===== src/rtl/fifo_rd_sync_ctrl.sv =====
// fifo_rd_sync_ctrl: read-domain async FIFO controller with parametrised gray pointer synchroniser
module fifo_rd_sync_ctrl #(
  parameter int ADDR_WIDTH  = 5,
  parameter int SYNC_STAGES = 3,
  parameter int AE_THRESH   = 2
) (
  input  logic                  r_clk,
  input  logic                  r_rst,
  input  logic [ADDR_WIDTH:0]   wr_ptr_gray,
  input  logic                  rd_en,
  input  logic                  clr_underflow,
  output logic [ADDR_WIDTH-1:0] rd_addr,
  output logic [ADDR_WIDTH:0]   rd_ptr_gray,
  output logic                  rd_valid,
  output logic                  empty,
  output logic                  almost_empty,
  output logic [ADDR_WIDTH:0]   rd_count,
  output logic                  underflow
);
  localparam int PW = ADDR_WIDTH + 1;
  localparam logic [PW-1:0] AE = PW'(AE_THRESH);
  if (SYNC_STAGES < 2 || SYNC_STAGES > 6) begin : g_bad_sync
    $error("SYNC_STAGES must be in 2..6");
  end
  if (AE_THRESH < 0 || AE_THRESH > (1 << ADDR_WIDTH)) begin : g_bad_ae
    $error("AE_THRESH must be in 0..2**ADDR_WIDTH");
  end
  logic [PW-1:0] sync_q [SYNC_STAGES];
  logic [PW-1:0] sync_d [SYNC_STAGES];
  logic [PW-1:0] sync_out, wbin, rbin_q, rbin_d, gray_q, gray_d, cnt_q, cnt_d;
  logic rd_acc, valid_q, valid_d, empty_q, empty_d, ae_q, ae_d, under_q, under_d;
  assign sync_out = sync_q[SYNC_STAGES-1];
  always_comb begin
    sync_d[0] = wr_ptr_gray;
    for (int i = 1; i < SYNC_STAGES; i++) sync_d[i] = sync_q[i-1];
    for (int i = 0; i < PW; i++) wbin[i] = ^(sync_out >> i);
    rd_acc  = rd_en & ~empty_q;
    rbin_d  = rbin_q + PW'(rd_acc);
    gray_d  = rbin_d ^ (rbin_d >> 1);
    empty_d = gray_d == sync_out;
    cnt_d   = wbin - rbin_d;
    ae_d    = cnt_d <= AE;
    valid_d = rd_acc;
    // a fresh underflow outranks a simultaneous clear
    under_d = (rd_en & empty_q) | (under_q & ~clr_underflow);
  end
  always_ff @(posedge r_clk or posedge r_rst) begin
    if (r_rst) begin
      sync_q  <= '{default: '0};
      rbin_q  <= '0;
      gray_q  <= '0;
      cnt_q   <= '0;
      valid_q <= 1'b0;
      empty_q <= 1'b1;
      ae_q    <= 1'b1;
      under_q <= 1'b0;
    end else begin
      sync_q  <= sync_d;
      rbin_q  <= rbin_d;
      gray_q  <= gray_d;
      cnt_q   <= cnt_d;
      valid_q <= valid_d;
      empty_q <= empty_d;
      ae_q    <= ae_d;
      under_q <= under_d;
    end
  end
  assign rd_addr      = rbin_q[ADDR_WIDTH-1:0];
  assign rd_ptr_gray  = gray_q;
  assign rd_valid     = valid_q;
  assign empty        = empty_q;
  assign almost_empty = ae_q;
  assign rd_count     = cnt_q;
  assign underflow    = under_q;
endmodule


===== config.mk =====
export PLATFORM = sky130hd
export DESIGN_NAME = fifo_rd_sync_ctrl
export DESIGN_NICKNAME = d
export VERILOG_FILES = /design/src/rtl/fifo_rd_sync_ctrl.sv
export SDC_FILE = /design/constraint.sdc
export NUM_CORES = 1
export LEC_CHECK = 0
export CAP_MARGIN = 20
export CORE_MARGIN = 2
export CORE_UTILIZATION = 65
export DETAILED_ROUTE_END_ITERATION = 12
export DONT_BUFFER_PORTS = 1
export GPL_TIMING_DRIVEN = 0
export HOLD_SLACK_MARGIN = 0.03
export PLACE_DENSITY = 0.83
export RECOVER_POWER = 50
export SYNTH_ARGS = -nofsm -noshare
export SYNTH_HDL_FRONTEND = slang
export SYNTH_SLANG_ARGS = --single-unit

===== constraint.sdc =====
create_clock -name r_clk -period 6.47 [get_ports r_clk]
set_clock_uncertainty 0.15 [all_clocks]
set_input_delay 0.3235 -clock r_clk [delete_from_list [all_inputs] [get_ports r_clk]]
set_output_delay 0.3235 -clock r_clk [all_outputs]
set_load 0.05 [all_outputs]

==> impl_metrics.tcl <==
set metrics [dict create \
    filler_cell_count 132 \
    vias_per_cell 5.48 \
    async_flop_share_pct 100 \
    ant_nets 0 \
    cts_num_sinks 39 \
    status "finished clean" \
    syn_inst 118 \
    die_height_um 53.4 \
    number_of_antenna_violations_at_the_first_check_in_global_routing 0 \
    dp_worst_setup_slack_ps 2810 \
    post-route-period-util_pct 60.2 \
    synthesis.area_um2 1590 \
    final_cell_count_no_fill 165 \
    detailroute.via_count 904 \
    dp_hpwl_mm 1.88 \
    critical_path_class "reg2reg" \
    synth_top_area_share_pct 58.3 \
    multi_input_comb_area_um2 561 \
    synth_top_cells_by_count "37 x sky130_fd_sc_hd__dfrtp_1, 13 x sky130_fd_sc_hd__xnor2_1, 11 x sky130_fd_sc_hd__inv_1, 11 x sky130_fd_sc_hd__xor2_1" \
    clkTransAtPathRegs_ps 110 \
    finish.net_count 152 \
    maxCapViolations 0 \
    post_route_cells_drive_above_1_share_pct 12.4 \
    yosysSeqAreaShare_pct 61.6 \
    post-route-drc-count 0 \
    syn_nets 134 \
    cts_h_tree_lvls 2 \
    rows 17 \
    yosys_warnings 0 \
    yosysMostFrequentCell "sky130_fd_sc_hd__dfrtp_1" \
    initial_core_util_pct 70.4 \
    clockRootBuffer "sky130_fd_sc_hd__clkbuf_4" \
    die-width_um 53.4 \
    cts_tree "yes" \
    required_ps 6560 \
    worstSetupStartpointType "flop" \
    synth_cell_types 26 \
    actual_transition_at_the_worst_max_transition_pin_ps 1110 \
    cts_made_buffers 5 \
    ys_seq_elements 39 \
    post-synth-top-area-cell "sky130_fd_sc_hd__dfrtp_1" \
    grt_setup_unrepaired "no" \
    clock_insertion_delay_worst_skew_ps 340 \
    cts_setup_buffers 0 \
    report.final.setup_viol 0 \
    synth_area_per_cell_um2 13.5 \
    grt.overflow.total 0 \
    setup_tns_ps 0 \
    relative_max_transition_margin_pct 25.9 \
    first_global_vias 981 \
    period_minus_slack_ps 3890 \
    drt_wl_total_mm 2.56 \
    ys.flop_type "sky130_fd_sc_hd__dfrtp_1" \
    fmax_mhz 257 \
    placed_cell_count 147 \
    grt_start_max_net_pins 23 \
    final_hold_vio_count 0 \
    detail_route.first_pass.iterations 4 \
    design.portCount 31 \
    timing.hold.worst.class "reg2reg" \
    antenna-diode-count 0 \
    die-area_um2 2850 \
    postPlaceCellArea_um2 1650 \
    avgRoutedWirePerCell_um 15.5 \
    core_region_area_um2 2250 \
    worstPathArrival_ps 3990 \
    biggest_area_contributors_in_the_synthesized_netlist "sky130_fd_sc_hd__dfrtp_1 58%, sky130_fd_sc_hd__xnor2_1 7.2%, sky130_fd_sc_hd__xor2_1 6.1%, sky130_fd_sc_hd__ha_1 3.9%, sky130_fd_sc_hd__dfstp_2 3.3%" \
    worst_setup_path_end_kind "flop" \
    synth_enable_flop_cells 0 \
    first_iter_violations 8 \
    timing.final.ws_setup_ps 2580 \
    input_output_buffers 0 \
    area.sequential_um2 978 \
    finalInstanceArea_um2 1780 \
    cts.path.max_buffers 2 \
    global_route_wire_length_before_repair_mm 4.15 \
    drv_slew 0 \
    critical_path_peak_fanout 5 \
    syn2layout_area_growth_pct 12.1 \
    gp_routability_congestion 0.734 \
    grt_usage_pct 22.0 \
]
[final timing paths]
path	startpoint	end	slack, ps	cells after the start
max	empty$_DFF_PP1_	almost_empty$_DFF_PP1_	2580	11
max in group asynchronous	r_rst	sync_out[5]$_DFF_PP0_	4410	3
min in group asynchronous	r_rst	rd_ptr_gray[3]$_DFF_PP0_	340	2
min reg2reg	sync_d[3]$_DFF_PP0_	sync_out[3]$_DFF_PP0_	190	0
max reg2reg	empty$_DFF_PP1_	almost_empty$_DFF_PP1_	2580	11
min	sync_d[3]$_DFF_PP0_	sync_out[3]$_DFF_PP0_	190	0
[metal layers]
metal  vias up  GRT usage (%)  part of all wire [%]  routed length, um
met3         5           10.2                   6.9                176
met1       440           21.8                    38                959
met5         -              0                     0                  0
li1        417              -                     -                  -
met2        42           40.1                    54               1380
met4         0           6.41                   1.7                 44
[flip-flops by register name, summed over array words and instances (netlist names)]
name / cells
rd_ptr_gray: 6
sync_out: 6
rd_count: 6
almost_empty: 1
rd_valid: 1
rbin_q: 5
sync_d: 12
empty: 1
underflow: 1
[worst max-delay path, stage by stage (launching register included)]
cell and delay (ps):
sky130_fd_sc_hd__dfstp_1 850, sky130_fd_sc_hd__nor2b_1 140, sky130_fd_sc_hd__ha_1 270, sky130_fd_sc_hd__ha_1 280
sky130_fd_sc_hd__xnor2_1 490, sky130_fd_sc_hd__ha_1 300, sky130_fd_sc_hd__nand2_1 60, sky130_fd_sc_hd__o21ai_0 430
sky130_fd_sc_hd__a21oi_1 160, sky130_fd_sc_hd__o221ai_1 250, sky130_fd_sc_hd__xnor2_1 150, sky130_fd_sc_hd__nor4b_2 260
[logic make-up (layout without fill, tap and decap cells)]
family | count (synthesis) | after routing | synth area share (%)
adder cells (fa/ha/maj) | 6 | 6 | 5.20
flip-flops | 39 | 39 | 61.6
AO/OA/AOI/OAI | 12 | 12 | 4.96
multiplexers | 1 | 1 | 0.709
XOR/XNOR | 27 | 27 | 17.0
AND/OR/NAND/NOR | 20 | 20 | 7.41
buffers and inverters | 13 | 32 | 3.07
[cell usage in the layout (no fill, tap or decap), types with 4 or more instances in the layout]
master                          count
sky130_fd_sc_hd__a21oi_1            5
sky130_fd_sc_hd__dfrtp_1           37
sky130_fd_sc_hd__inv_1             11
sky130_fd_sc_hd__ha_1               5
sky130_fd_sc_hd__xnor2_1           13
sky130_fd_sc_hd__clkbuf_4           5
sky130_fd_sc_hd__nor2_1             4
sky130_fd_sc_hd__xor2_1            11
sky130_fd_sc_hd__nand2_1            5
sky130_fd_sc_hd__dlygate4sd3_1     10
sky130_fd_sc_hd__nand3_1            4
[per-stage QoR]
| step | utilization [%] | hold WS [ps] |
|---|---|---|
| after floorplan | - | 181 |
| after global placement | 72.0 | 182 |
| after detailed placement | 73.2 | 186 |
| after CTS | 80.0 | 211 |
| after global routing | 79.0 | 216 |
| final | 79.0 | 195 |
[what timing repair did]
action                                 in CTS  in global routing
hold buffers                               10                  0
gates resized for setup                     0                  0
endpoints found under the hold margin      24                  0
[cell type report]
type	count	share of cell area [%]
Clock buffer	6	2.32
Clock inverter	2	0.703
Inverter	13	2.74
Multi-Input combinational cell	66	31.5
Sequential cell	39	55.0
Tap cell	28	1.97
Timing Repair Buffer	11	5.83
Power is not shown: default switching activity piles up to over one toggle a cycle in this logic, so the estimate is an artifact.
